`src/rtl/mode_apply_ctrl_if.sv`:
```
// Configuration channel between mode_apply_ctrl and the video pipeline.
//   cfg_mode  : mode offered to the pipeline, stable while cfg_valid=1
//   cfg_valid : offer is present
//   cfg_ready : pipeline accepts; transfer on cfg_valid & cfg_ready
// master = mode_apply_ctrl side, slave = pipeline side.
interface mode_apply_ctrl_if #(
  parameter int MODE_BITS = 5
);
  logic [MODE_BITS-1:0] cfg_mode;
  logic                 cfg_valid;
  logic                 cfg_ready;

  modport master (output cfg_mode, output cfg_valid, input cfg_ready);
  modport slave  (input cfg_mode, input cfg_valid, output cfg_ready);
endinterface

```
`src/rtl/mode_apply_ctrl.sv`:
```
// Frame-synchronous mode scheduler. Filters out-of-range mode requests,
// waits for a vsync rising edge, then offers the mode to the pipeline over
// a valid/ready handshake with a timeout. After a successful transfer it
// holds off until the next frame edge, so the mode changes at most once per
// frame and never mid-frame.
// Ports:
//   clk, rst     : clock, synchronous active-high reset
//   req_mode     : raw requested mode (may hold out-of-range values)
//   vsync        : frame sync, synchronous to clk
//   cfg          : configuration channel (master modport)
//   active_mode  : last mode accepted by the pipeline
//   busy         : FSM not in IDLE (registered)
//   err_timeout  : one-cycle pulse when a handshake is abandoned
module mode_apply_ctrl #(
  parameter int MODE_BITS = 5,
  parameter int NUM_MODES = 20,
  parameter int TO_BITS   = 16
) (
  input  logic                 clk,
  input  logic                 rst,
  input  logic [MODE_BITS-1:0] req_mode,
  input  logic                 vsync,
  mode_apply_ctrl_if.master    cfg,
  output logic [MODE_BITS-1:0] active_mode,
  output logic                 busy,
  output logic                 err_timeout
);

  typedef enum logic [1:0] {IDLE, ARMED, SEND, HOLD} state_t;

  localparam logic [MODE_BITS:0] LIMIT   = (MODE_BITS+1)'(NUM_MODES);
  // Last counter value before giving up: the handshake is abandoned on the
  // 2^TO_BITS-th SEND cycle without ready, so err_timeout lands at M+2^TO_BITS.
  localparam logic [TO_BITS-1:0] TO_LAST = {{(TO_BITS-1){1'b1}}, 1'b0};

  state_t               state, state_n;
  logic                 vsync_d;
  logic                 vs_edge, legal, differs;
  logic [MODE_BITS-1:0] pend, pend_n;
  logic [MODE_BITS-1:0] mode_q, mode_n;
  logic [MODE_BITS-1:0] active_n;
  logic [TO_BITS-1:0]   cnt, cnt_n;
  logic                 valid_q;
  logic                 err_n;

  assign vs_edge       = vsync & ~vsync_d;
  assign legal         = {1'b0, req_mode} < LIMIT;
  assign differs       = req_mode != active_mode;
  assign cfg.cfg_mode  = mode_q;
  assign cfg.cfg_valid = valid_q;

  always_comb begin
    state_n  = state;
    pend_n   = pend;
    mode_n   = mode_q;
    active_n = active_mode;
    cnt_n    = cnt;
    err_n    = 1'b0;
    case (state)
      IDLE: begin
        // An edge seen here is deliberately dropped; a request arriving with
        // it waits for the next edge.
        if (legal && differs) begin
          pend_n  = req_mode;
          state_n = ARMED;
        end
      end
      ARMED: begin
        if (legal && differs) pend_n = req_mode;
        if (!differs) begin
          state_n = IDLE;               // request cancelled
        end else if (vs_edge) begin
          mode_n  = pend;               // pend as registered at the edge
          cnt_n   = '0;
          state_n = SEND;
        end
      end
      SEND: begin
        if (cfg.cfg_ready) begin
          active_n = mode_q;
          state_n  = HOLD;
        end else if (cnt == TO_LAST) begin
          // Give up; still-pending request re-arms from IDLE.
          err_n   = 1'b1;
          state_n = IDLE;
        end else begin
          cnt_n = cnt + 1'b1;
        end
      end
      HOLD: begin
        if (vs_edge) state_n = IDLE;
      end
      default: state_n = IDLE;
    endcase
  end

  always_ff @(posedge clk) begin
    if (rst) begin
      state       <= IDLE;
      vsync_d     <= 1'b1;   // no false edge if vsync is high through reset
      pend        <= '0;
      mode_q      <= '0;
      active_mode <= '0;
      cnt         <= '0;
      valid_q     <= 1'b0;
      busy        <= 1'b0;
      err_timeout <= 1'b0;
    end else begin
      state       <= state_n;
      vsync_d     <= vsync;
      pend        <= pend_n;
      mode_q      <= mode_n;
      active_mode <= active_n;
      cnt         <= cnt_n;
      valid_q     <= (state_n == SEND);
      busy        <= (state_n != IDLE);
      err_timeout <= err_n;
    end
  end

endmodule

```
`src/flat_wrapper.sv`:
```
// flat-port wrapper written by rule: the top's interface ports become plain ports
module mode_apply_ctrl_flat 
#(
  parameter int MODE_BITS = 5,
  parameter int NUM_MODES = 20,
  parameter int TO_BITS   = 16
)
  (clk, rst, req_mode, vsync, active_mode, busy, err_timeout, cfg_cfg_mode, cfg_cfg_valid, cfg_cfg_ready);
  mode_apply_ctrl_if #(.MODE_BITS(MODE_BITS)) cfg_i ();
  input  logic clk;
  input  logic rst;
  input  logic [MODE_BITS-1:0] req_mode;
  input  logic vsync;
  output logic [MODE_BITS-1:0] active_mode;
  output logic busy;
  output logic err_timeout;
  output wire logic [$bits(cfg_i.cfg_mode)-1:0] cfg_cfg_mode;
  output wire logic [$bits(cfg_i.cfg_valid)-1:0] cfg_cfg_valid;
  input wire logic [$bits(cfg_i.cfg_ready)-1:0] cfg_cfg_ready;
  assign cfg_cfg_mode = cfg_i.cfg_mode;
  assign cfg_cfg_valid = cfg_i.cfg_valid;
  assign cfg_i.cfg_ready = cfg_cfg_ready;
  mode_apply_ctrl #(.MODE_BITS(MODE_BITS), .NUM_MODES(NUM_MODES), .TO_BITS(TO_BITS)) u_core (.clk(clk), .rst(rst), .req_mode(req_mode), .vsync(vsync), .cfg(cfg_i), .active_mode(active_mode), .busy(busy), .err_timeout(err_timeout));
endmodule
```
`config.mk`:
```
export PLATFORM = sky130hd
export DESIGN_NAME = mode_apply_ctrl_flat
export DESIGN_NICKNAME = d
export VERILOG_FILES = /design/src/rtl/mode_apply_ctrl_if.sv /design/src/rtl/mode_apply_ctrl.sv /design/src/flat_wrapper.sv
export SDC_FILE = /design/constraint.sdc
export NUM_CORES = 1
export LEC_CHECK = 0
export ABC_AREA = 1
export CAP_MARGIN = 20
export CORE_MARGIN = 3
export CORE_UTILIZATION = 45
export CTS_CLUSTER_SIZE = 30
export DETAILED_ROUTE_END_ITERATION = 10
export PLACE_DENSITY = 0.75
export SLEW_MARGIN = 20
export SYNTH_ARGS = -nofsm -noshare
export SYNTH_HDL_FRONTEND = slang
export SYNTH_SLANG_ARGS = --single-unit
```
`constraint.sdc`:
```
create_clock -name clk -period 3.13 [get_ports clk]
set_input_delay 0.7825 -clock clk [delete_from_list [all_inputs] [get_ports clk]]
set_output_delay 0.7825 -clock clk [all_outputs]
set_load 0.05 [all_outputs]
```
Word level (Yosys, flattened, before mapping)
Cells that the tools add are included.
Cells by class
  $lt $le $gt $ge: 1
  reduce and logical (&&, ||, !) cells: 10
  muxes and demuxes: 13
  eq/ne operators: 10
  add/sub/neg operators: 1
  bitwise logic cells: 3
Operator list (number)
  16-bit two-way mux: 4
  16-bit case mux with 2 select lines: 1
  16-bit by 1-bit adder with 16-bit output, second input constant: 1
  16-bit == test, second input constant: 1
  2-bit two-way mux: 6
  2-bit case mux with 4 select lines: 1
  2-bit == test, second input constant: 3
  5-bit less-than comparator, second input constant: 1
  5-bit inequality test: 1
  5-bit AND reduction: 1
  2-bit by 1-bit inequality test with 1-bit output, second input constant: 2
  2-bit inequality test, second input constant: 2
  2-bit AND reduction: 2
  2-bit nonzero test: 2
  3-bit AND reduction: 1
  3-bit OR reduction: 1
  2-bit by 1-bit == test with 1-bit output, second input constant: 1
  2-bit logical NOT: 1
  1-bit inverter: 2
  2-bit OR reduction: 1
  1-bit bitwise AND: 1
  1-bit logical AND: 1
  1-bit two-way mux: 1
Storage, ports and cells
  word-level logic and storage cells: 47
  bits of input ports: 9
  flip-flop bits (word level): 37
  output and inout port bits: 13

Depth between registers and ports, before layout
Gate-level depths: netlist (run 1).
  depth in word-level cells: 6
  gate-level depth with buffers: 11
  mapped depth without buffers: 10

Least setup slack after synthesis (run 1)
Ideal clock, no wire load.
  path kind: input-to-reg
  start point: input port req_mode[2]
  end point: register u_core.pend[0]
  library setup time: 0.116 ns
  setup slack: 1.357 ns
  stages: 10
  data required time: 3.014 ns
  data arrival time: 1.657 ns
  buffers on the path: 0
  cells stage by stage: inv_1 nand2_1 nand2_1 nor2_1 nand3_1 nand2_1 nor2_1 inv_1 nor2_1 nor2_1
On the way
  word-level cells in the longest chain between the ends: 3
  elaborated cells between the ends (all ways): 4
  those cells by class: order compare (1); eq/ne (1); reduce/logical (2)
Ends and longest elaborated chain
  start: declaration: RTL line flat_wrapper.sv:12  | input logic [MODE_BITS-1:0] req_mode;
  5-bit less-than comparator or 5-bit inequality test (tied branches): RTL line mode_apply_ctrl.sv:47, mode_apply_ctrl.sv:48
  1-bit logical AND (*): RTL line mode_apply_ctrl.sv:63, mode_apply_ctrl.sv:69
  2-bit AND reduction (no line) (*)
  end signal: assignment: RTL line mode_apply_ctrl.sv:111  | pend <= pend_n;
  end: declaration: RTL line mode_apply_ctrl.sv:39  | logic [MODE_BITS-1:0] pend, pend_n;
Every way passes the cells marked *; elsewhere a longest branch is shown, timed or not.
A chain may end at the register's enable or synchronous reset.

Worst setup path in the final report (run 1)
  start point: register u_core.active_mode[0]
  end point: output port active_mode[0]
RTL lines
  start: declaration: RTL line mode_apply_ctrl.sv:24  | output logic [MODE_BITS-1:0] active_mode,
  start signal: assignment: RTL line mode_apply_ctrl.sv:113  | active_mode <= active_n;
  end: declaration: RTL line flat_wrapper.sv:14  | output logic [MODE_BITS-1:0] active_mode;
No word-level cell between the ends.

==> out/metrics.cfg, run 1 <==
[timing]
max_freq_mhz=434
worst_slack_ps=825
slew_headroom=0.534
period_share=0.737
finalMaxSlewViolations=0
worst_pin_slew_ps=696
timing.final.crit_period_ps=2310
final-hold-violation-count=0
rsz0062_at_grt=no
setup_tns_ps=0
finalSetupViolCount=0
fin_skew_ps=7.44

[finish]
final_util=0.565
fin_nets=323
final_layout_size_suffix_gt1_frac=0.0831
multiInputGateArea_um2=1060
stdcell_area_um2=2330
n_antenna_cell=0
syn2layout_area_growth_pct=17.6
most-common-layout-cells=64 x nand2_1, 40 x nor2_1, 37 x dfxtp_1
final_common_cell=nand2_1
layout.area.seq_um2=741
n_fill_cell=404

[drt]
avgRoutedWirePerCell_um=11.7
avgViaCountPerCell=5.29
first_pass_iters=4
drc=0
vias=1921
ant_nets=0
wirelength_um=4260
drtIter0Drc=123

[worst_setup_path]
path_delay_family=buffers and inverters
rr_endpoint=u_core.cnt[10]
critPathLaunchType=flop
r2r.worst_path.cells=6
max_stage_delay_ps=830
critPathLaunch=u_core.active_mode[0]
reg2reg_from=u_core.state[1]
r2r_setup_slack_ps=1170
path_class=flop to primary output
worstPathMaxFanout=4
endpoint_kind=primary output
critPathBufInv=1
crit_required_ps=2350
arrival_ps=1520
path_cells=clkdlybuf4s50_1
slowest_stage=clkdlybuf4s50_1

[yosys]
synth_area_leaders=dfxtp_1 37%, nand2_1 12%, a21oi_1 8.1%
synth-seq-area-share=0.374
synth_edf_count=0
synth_cell_types=26
netlist_instances=292
synth_top_cell_by_area=dfxtp_1
synth.net_count=303
syn_avg_cell_area_um2=6.77
ys_warn_count=0
synth_top_cell_area_share=0.374
ys.flop_type=dfxtp_1
syn_area_um2=1980
synth-seq-cells=37
synth-async-reset-ratio=0

[place]
place.gp.congestion=0.885
dp_slack_ps=650
io_buffer_count=21
dpl.hpwl_um=3000
placed_cell_area_um2=2210

[grt]
grt_pass1_vias=1751
track_usage=0.180
grt_pass1_wl_um=7620
grt_max_degree=34
grt_antenna_before_repair=0
grt_overflow=0

[clock_network]
clk_pin_slew_ps=80
cts.root.buffer_cell=clkbuf_8
cts_buffer_depth=2
insertion_delay_ps=290
post_cts_buffers=0
cts_buffers=5
cts_tree=done
cts_resized=0
cts_hold_buf=0
clock_sinks=37
h-tree-depth=2

[power_and_ir_drop]
power_mw=1.11
ir_worst_vdd_mv=0.337
static-leakage-power_nw=0.870
powerDensity_nw_per_um2=479

[floorplan]
core_um2=4120
start_util=0.481
die_h_um=72.3
die_area_um2=5230
placementRows=23
io_pins=22
die_width_um=72.3

[worst_hold_path]
hp-class=flop to flop
whs_path_depth=2
hold_path_end=u_core.pend[4]
worstHoldStart=u_core.pend[4]

[flow_run]
drv_cap=0

[outcome]
outcome=complete, no violations

[power breakdown]
group	switching [mW]	leakage [nW]	total (mW)	internal, mW
logic	0.103	0.511	0.161	0.0577
registers	0.0221	0.301	0.520	0.498
clock network	0.173	0.0574	0.432	0.259
total	0.298	0.870	1.11	0.815
[stage by stage]
| step | instances | hold slack [ps] |
|---|---|---|
| final | 363 | 468 |
| after global routing | 363 | 501 |
| after CTS | 363 | 469 |
| after detailed placement | 355 | 456 |
| after global placement | 355 | 457 |
| after floorplan | 292 | 432 |
[routing by layer]
| metal | part of all wire | track usage |
|---|---|---|
| met1 | 0.46 | 0.226 |
| met5 | 0 | 0 |
| met4 | 0.015 | 0.0605 |
| met3 | 0.036 | 0.0332 |
| met2 | 0.49 | 0.309 |
[cell usage after synthesis, types with 4 or more instances]
library cell and number:
a21oi_1 32, dfxtp_1 37, inv_1 31, nand2_1 64
nand3_1 29, nand3_2 5, nand4_1 7, nor2_1 40
o21ai_0 14, o21bai_1 4, xnor2_1 4
[layout make-up]
cell class,count,share of cell area
repair buffers,23,0.0968
clock buffers,6,0.0355
inverters,31,0.0500
multi-input cells,214,0.456
clock inverters,2,0.0161
flip-flops and latches,37,0.318
well taps,50,0.0269
[cells by family (layout without fill, tap and decap cells)]
kind of cell             count (synthesis)  count (layout)  synth area share
AO/OA/AOI/OAI                           51              51             0.136
XOR/XNOR                                 5               5            0.0221
adder cells (fa/ha/maj)                  2               2            0.0126
buffers and inverters                   41              62            0.0892
flip-flops                              37              37             0.374
AND/OR/NAND/NOR                        156             156             0.366
[tightest hold or removal path, stage by stage, from the launching register on]
cell and delay (ps):
dfxtp_1 320, nand2_1 60, a21oi_1 50
[sequential cells by signal (all words and copies together) (netlist names)]
register / count
u_core.active_mode: 5
u_core.busy: 1
u_core.cfg.cfg_mode: 5
u_core.cfg.cfg_valid: 1
u_core.cnt: 16
u_core.err_timeout: 1
u_core.pend: 5
u_core.state: 2
u_core.vsync_d: 1
[worst max path at each step]
stage,end,cells after the start
floorplan,u_core.pend[0],10
global placement,u_core.cnt[6],11
detailed placement,u_core.cnt[0],11
CTS,active_mode[0],1
global route,u_core.cnt[7],11
finish,active_mode[0],1
Power figures use the tool's default switching activity.
==> inputs of run 2 (changes only) <==
Settings changed: PLACE_DENSITY 0.75 to 0.78.
Clock period 3.13 ns to 2.1 ns, I/O delays scaled along.
==> run 2 against run 1 <==
Compared with the run above:
- sequential share of layout area fell by 1.1 points
- worst hold slack got worse by 3.6 ps
- clock-buffer cell count did not move
- critical path type unchanged
==> out/metrics.cfg, run 2 (same netlist as run 1, synthesis figures left out) <==
[timing]
setup_tns_ps=0  ; unchanged
slew_headroom=0.658  ; was 0.534
fin_skew_ps=12.6  ; was 7.44 ps
finalSetupViolCount=0  ; unchanged
timing.final.crit_period_ps=2050
max_freq_mhz=487
finalMaxSlewViolations=0  ; unchanged
period_share=0.978
holdWs_ps=465  ; was 468 ps
final-hold-violation-count=0  ; unchanged
worst_pin_slew_ps=511  ; was 696 ps

[worst_setup_path]
reg2reg_from=u_core.cnt[4]  ; was u_core.state[1]
r2r_setup_slack_ps=380  ; was 1170 ps
critPathLaunchType=flop  ; unchanged
critPathBufInv=1  ; unchanged
path_class=flop to primary output  ; unchanged
path_cells=clkdlybuf4s50_1  ; unchanged
path_delay_family=buffers and inverters  ; unchanged
rr_endpoint=u_core.cnt[4]  ; was u_core.cnt[10]
slowest_stage=clkdlybuf4s50_1  ; unchanged
crit_required_ps=1570  ; was 2350 ps
arrival_ps=1530  ; was 1520 ps
r2r.worst_path.cells=8  ; was 6
max_stage_delay_ps=830  ; about the same
endpoint_kind=primary output  ; unchanged
worstPathMaxFanout=3  ; was 4
critPathLaunch=u_core.active_mode[4]  ; was u_core.active_mode[0]

[finish]
regMostFlops=u_core.cnt  ; unchanged
largest_reg_flops=16  ; unchanged
final_common_cell=nand2_1  ; unchanged
stdcell_area_um2=2410  ; was 2330 µm²
fin_nets=333  ; was 323
final_layout_size_suffix_gt1_frac=0.115  ; was 0.0831
final_util=0.586  ; was 0.565
n_antenna_cell=0  ; unchanged
most-common-layout-cells=64 x nand2_1, 39 x nor2_1, 37 x dfxtp_1  ; was 64 x nand2_1, 40 x nor2_1, 37 x dfxtp_1
syn2layout_area_growth_pct=21.9  ; was 17.6%

[place]
io_buffer_count=21  ; unchanged
place.gp.congestion=0.961  ; was 0.885
placed_cell_area_um2=2280  ; was 2210 µm²
dpl.hpwl_um=3250  ; was 3000 µm

[drt]
drc=0  ; unchanged
vias=1935  ; was 1921
avgViaCountPerCell=5.19  ; was 5.29
wirelength_um=4400  ; was 4260 µm
avgRoutedWirePerCell_um=11.8  ; was 11.7 µm
first_pass_iters=4  ; unchanged
drtIter0Drc=106  ; was 123
ant_nets=0  ; unchanged

[clock_network]
h-tree-depth=2  ; unchanged
cts_hold_buf=0  ; unchanged
cts_buffer_depth=2  ; unchanged
insertion_delay_ps=300  ; was 290 ps
clock_sinks=37  ; unchanged
clk_pin_slew_ps=80  ; about the same
post_cts_buffers=0  ; unchanged
cts_tree=done  ; unchanged
cts.root.buffer_cell=clkbuf_8  ; unchanged
cts_buffers=5  ; unchanged

[floorplan]
start_util=0.481  ; unchanged
core_um2=4120  ; unchanged
die_width_um=72.3  ; unchanged
io_pins=22  ; unchanged
placementRows=23  ; unchanged
die_area_um2=5230  ; unchanged
die_h_um=72.3  ; unchanged

[power_and_ir_drop]
static-leakage-power_nw=0.935  ; was 0.870 nW
powerDensity_nw_per_um2=686  ; was 479 nW/µm²
ir_worst_vdd_mv=0.473  ; was 0.337 mV

[worst_hold_path]
worstHoldStart=u_core.cfg.cfg_mode[2]  ; was u_core.pend[4]
whs_path_depth=2  ; unchanged
hold_path_end=u_core.cfg.cfg_mode[2]  ; was u_core.pend[4]
hp-class=flop to flop  ; unchanged

[outcome]
outcome=complete, no violations  ; unchanged

[grt]
grt_antenna_before_repair=0  ; unchanged
grt_max_degree=25  ; was 34
grt_overflow=0  ; unchanged
grt_pass1_wl_um=7950  ; was 7620 µm
grt_pass1_vias=1890  ; was 1751
track_usage=0.192  ; was 0.180

[flow_run]
drv_cap=0  ; unchanged

## run 2: cell types whose count changed in the layout (fill, tap and decap cells not counted), sizes merged
cell           before  now
clkinvlp            1    0
clkdlybuf4s50      21   20
dlymetal6s2s        0    1
clkinv              0    1
buf                 2   12
## run 2: cell type report
| class | count | area (µm²) |
|---|---|---|
| Timing Repair Buffer | 33 | 303 |
| Inverter | 31 | 116 |
| Tap cell | 50 | 62.6 |
| Sequential cell | 37 | 741 |
| Clock buffer | 6 | 72.6 |
| Fill cell | 409 | 1700 |
| Clock inverter | 2 | 38.8 |
| Multi-Input combinational cell | 214 | 1080 |
## run 2: tightest hold or removal path: stages, from the launching register on
cell and delay [ps]:
dfxtp_1 320, inv_1 50, a21oi_1 50
## run 2: timing repair
item                       in CTS  in global routing
setup endpoints to repair       0                 13
resized for setup               0                  4
hold endpoints to repair        0                  0
## run 2: how the worst max path moves through the flow
stage                          end  slack (ps)  cells past startpoint
floorplan           u_core.cnt[15]         410                     10
global placement    u_core.cnt[10]        -110                     11
detailed placement   u_core.cnt[3]        -180                     11
CTS                 active_mode[4]          50                      1
global route        active_mode[4]          -4                      1
finish              active_mode[4]          50                      1
## run 2: power breakdown
| group | internal [mW] | total (mW) | switching, mW |
|---|---|---|---|
| Combinational | 0.0990 | 0.258 | 0.159 |
| Clock | 0.356 | 0.619 | 0.262 |
| Sequential | 0.742 | 0.777 | 0.0344 |
## run 2: per-layer routing
layer | global-route usage | vias up | wire [µm]
met2 | 0.323 | 28 | 2180
met5 | 0 | - | 0
met4 | 0.0689 | 0 | 70
met1 | 0.227 | 892 | 1980
met3 | 0.0623 | 8 | 167
li1 | - | 1007 | -
## run 2: per-stage QoR
step	setup WS [ps]	total power, mW	std cells
finish	46.9	1.65	373
global route	-4.03	1.74	373
detailed placement	-178	1.05	365
global placement	-110	1.04	365
floorplan	406	0.966	292
CTS	50.2	1.67	373
==> inputs of run 3 (changes only) <==
Settings changed: CORE_MARGIN 3 to 4, CORE_UTILIZATION 45 to 50, PLACE_DENSITY 0.78 to 0.84.
==> run 3 against run 2 <==
Compared with the run above:
- final cell count shrank 1.3%
- core utilization up 4.7 points
- sequential power is essentially flat
- design area is 1.7% lower
==> out/metrics.cfg, run 3 (same netlist as run 1, synthesis figures left out) <==
[finish]
syn2layout_area_growth_pct=19.8  ; was 21.9%
layout.area.seq_um2=741  ; unchanged
final_common_cell=nand2_1  ; unchanged
multiInputGateArea_um2=1070  ; was 1080 µm²
largest_reg_flops=16  ; unchanged
regMostFlops=u_core.cnt  ; unchanged
fin_nets=331  ; was 333
final_layout_size_suffix_gt1_frac=0.106  ; was 0.115
n_fill_cell=349  ; was 409
most-common-layout-cells=64 x nand2_1, 40 x nor2_1, 37 x dfxtp_1  ; was 64 x nand2_1, 39 x nor2_1, 37 x dfxtp_1
n_antenna_cell=0  ; unchanged

[clock_network]
clock_sinks=37  ; unchanged
h-tree-depth=2  ; unchanged
insertion_delay_ps=290  ; was 300 ps
post_cts_buffers=0  ; unchanged
cts_resized=0  ; unchanged
cts.root.buffer_cell=clkbuf_8  ; unchanged
cts_buffers=5  ; unchanged
cts_hold_buf=0  ; unchanged
cts_buffer_depth=2  ; unchanged
cts_tree=done  ; unchanged
clk_pin_slew_ps=70  ; was 80 ps

[timing]
worst_slack_ps=62.1  ; was 46.9 ps
slew_headroom=0.662  ; was 0.658
timing.final.crit_period_ps=2040  ; was 2050 ps
fin_skew_ps=9.54  ; was 12.6 ps
finalSetupViolCount=0  ; unchanged
worst_pin_slew_ps=506  ; was 511 ps
rsz0062_at_grt=no
final-hold-violation-count=0  ; unchanged
finalMaxSlewViolations=0  ; unchanged
max_freq_mhz=491  ; was 487 MHz
period_share=0.970  ; was 0.978

[grt]
grt_pass1_vias=1791  ; was 1890
track_usage=0.182  ; was 0.192
grt_pass1_wl_um=7500  ; was 7950 µm
grt_antenna_before_repair=0  ; unchanged
grt_overflow=0  ; unchanged
grt_max_degree=25  ; unchanged

[worst_setup_path]
crit_path_end=active_mode[4]  ; unchanged
critPathLaunchType=flop  ; unchanged
r2r.worst_path.cells=8  ; unchanged
reg2reg_from=u_core.cnt[11]  ; was u_core.cnt[4]
max_stage_delay_ps=830  ; about the same
crit_required_ps=1570  ; about the same
worstPathMaxFanout=3  ; unchanged
r2r_setup_slack_ps=360  ; was 380 ps
worst-path-stages=1  ; unchanged
path_cells=clkdlybuf4s50_1  ; unchanged
slowest_stage=clkdlybuf4s50_1  ; unchanged
path_delay_family=buffers and inverters  ; unchanged
endpoint_kind=primary output  ; unchanged
path_class=flop to primary output  ; unchanged
arrival_ps=1510  ; was 1530 ps
rr_endpoint=u_core.cnt[11]  ; was u_core.cnt[4]
critPathBufInv=1  ; unchanged
critPathLaunch=u_core.active_mode[4]  ; unchanged

[floorplan]
core_um2=3740  ; was 4120 µm²
placementRows=22  ; was 23
die_h_um=70.9  ; was 72.3 µm
start_util=0.528  ; was 0.481
io_pins=22  ; unchanged
die_width_um=70.9  ; was 72.3 µm
die_area_um2=5030  ; was 5230 µm²

[drt]
wl_met1_um=2020  ; was 1980 µm
drtIter0Drc=110  ; was 106
avgRoutedWirePerCell_um=12.0  ; was 11.8 µm
vias=1912  ; was 1935
wl_met2_um=2190  ; was 2180 µm
drc=0  ; unchanged
ant_nets=0  ; unchanged
first_pass_iters=4  ; unchanged
wirelength_um=4430  ; was 4400 µm
wl_met3_um=178  ; was 167 µm
top_layer_used=met4  ; unchanged
avgViaCountPerCell=5.20  ; was 5.19

[place]
dpl.hpwl_um=3170  ; was 3250 µm
dp_slack_ps=-168  ; was -178 ps
io_buffer_count=21  ; unchanged
place.gp.congestion=0.921  ; was 0.961

[flow_run]
drv_cap=0  ; unchanged

[power_and_ir_drop]
static-leakage-power_nw=0.902  ; was 0.935 nW
power_mw=1.54  ; was 1.65 mW
ir_worst_vdd_mv=0.439  ; was 0.473 mV
powerDensity_nw_per_um2=650  ; was 686 nW/µm²

[outcome]
outcome=complete, no violations  ; unchanged

[worst_hold_path]
hp-class=flop to flop  ; unchanged

==> run 3: worst min-delay path by stage <==
stage	start	end	depth (start not counted)
2_1_floorplan	u_core.pend[4]	u_core.pend[4]	2
3_3_place_gp	u_core.cfg.cfg_mode[1]	u_core.cfg.cfg_mode[1]	2
3_5_place_dp	u_core.cfg.cfg_mode[1]	u_core.cfg.cfg_mode[1]	2
4_1_cts	u_core.cfg.cfg_mode[1]	u_core.cfg.cfg_mode[1]	2
5_1_grt	u_core.cfg.cfg_mode[4]	u_core.cfg.cfg_mode[4]	2
6_report	u_core.cfg.cfg_mode[1]	u_core.cfg.cfg_mode[1]	2
==> run 3: routing by layer <==
layer | global-route usage | vias up
met1 | 0.208 | 860
met2 | 0.326 | 44
met3 | 0.0568 | 5
li1 | - | 1003
met5 | 0 | -
met4 | 0.0480 | 0
==> run 3: report_power, final <==
part           switching, mW  internal [mW]
clock network          0.249          0.259
logic                  0.161         0.0962
registers             0.0323          0.743
total                  0.442           1.10
==> run 3: worst reg2reg max path: stages, from the launching register on <==
cell and delay (ps):
dfxtp_1 460, nand2_2 120, nor2_4 140, nand3_2 100
o21ai_2 300, nand2_4 190, nand2_4 160, nand2_1 80
a21oi_1 130
==> run 3: cell type report <==
| type | instances | share of cell area |
|---|---|---|
| clock buffers | 6 | 0.0348 |
| clock inverters | 1 | 0.00317 |
| multi-input cells | 215 | 0.452 |
| well taps | 48 | 0.0253 |
| inverters | 31 | 0.0491 |
| flip-flops and latches | 37 | 0.313 |
| repair buffers | 30 | 0.122 |
==> run 3: through the flow <==
stage	hold WS (ps)	cells	utilization	cell area, µm²	TNS (ps)
after floorplan	432	292	-	1980	0
after global placement	450	360	0.606	2270	-1060
after detailed placement	455	360	0.606	2270	-2060
after CTS	468	367	0.630	2360	0
after global routing	504	368	0.633	2370	0
final	465	368	0.633	2370	0
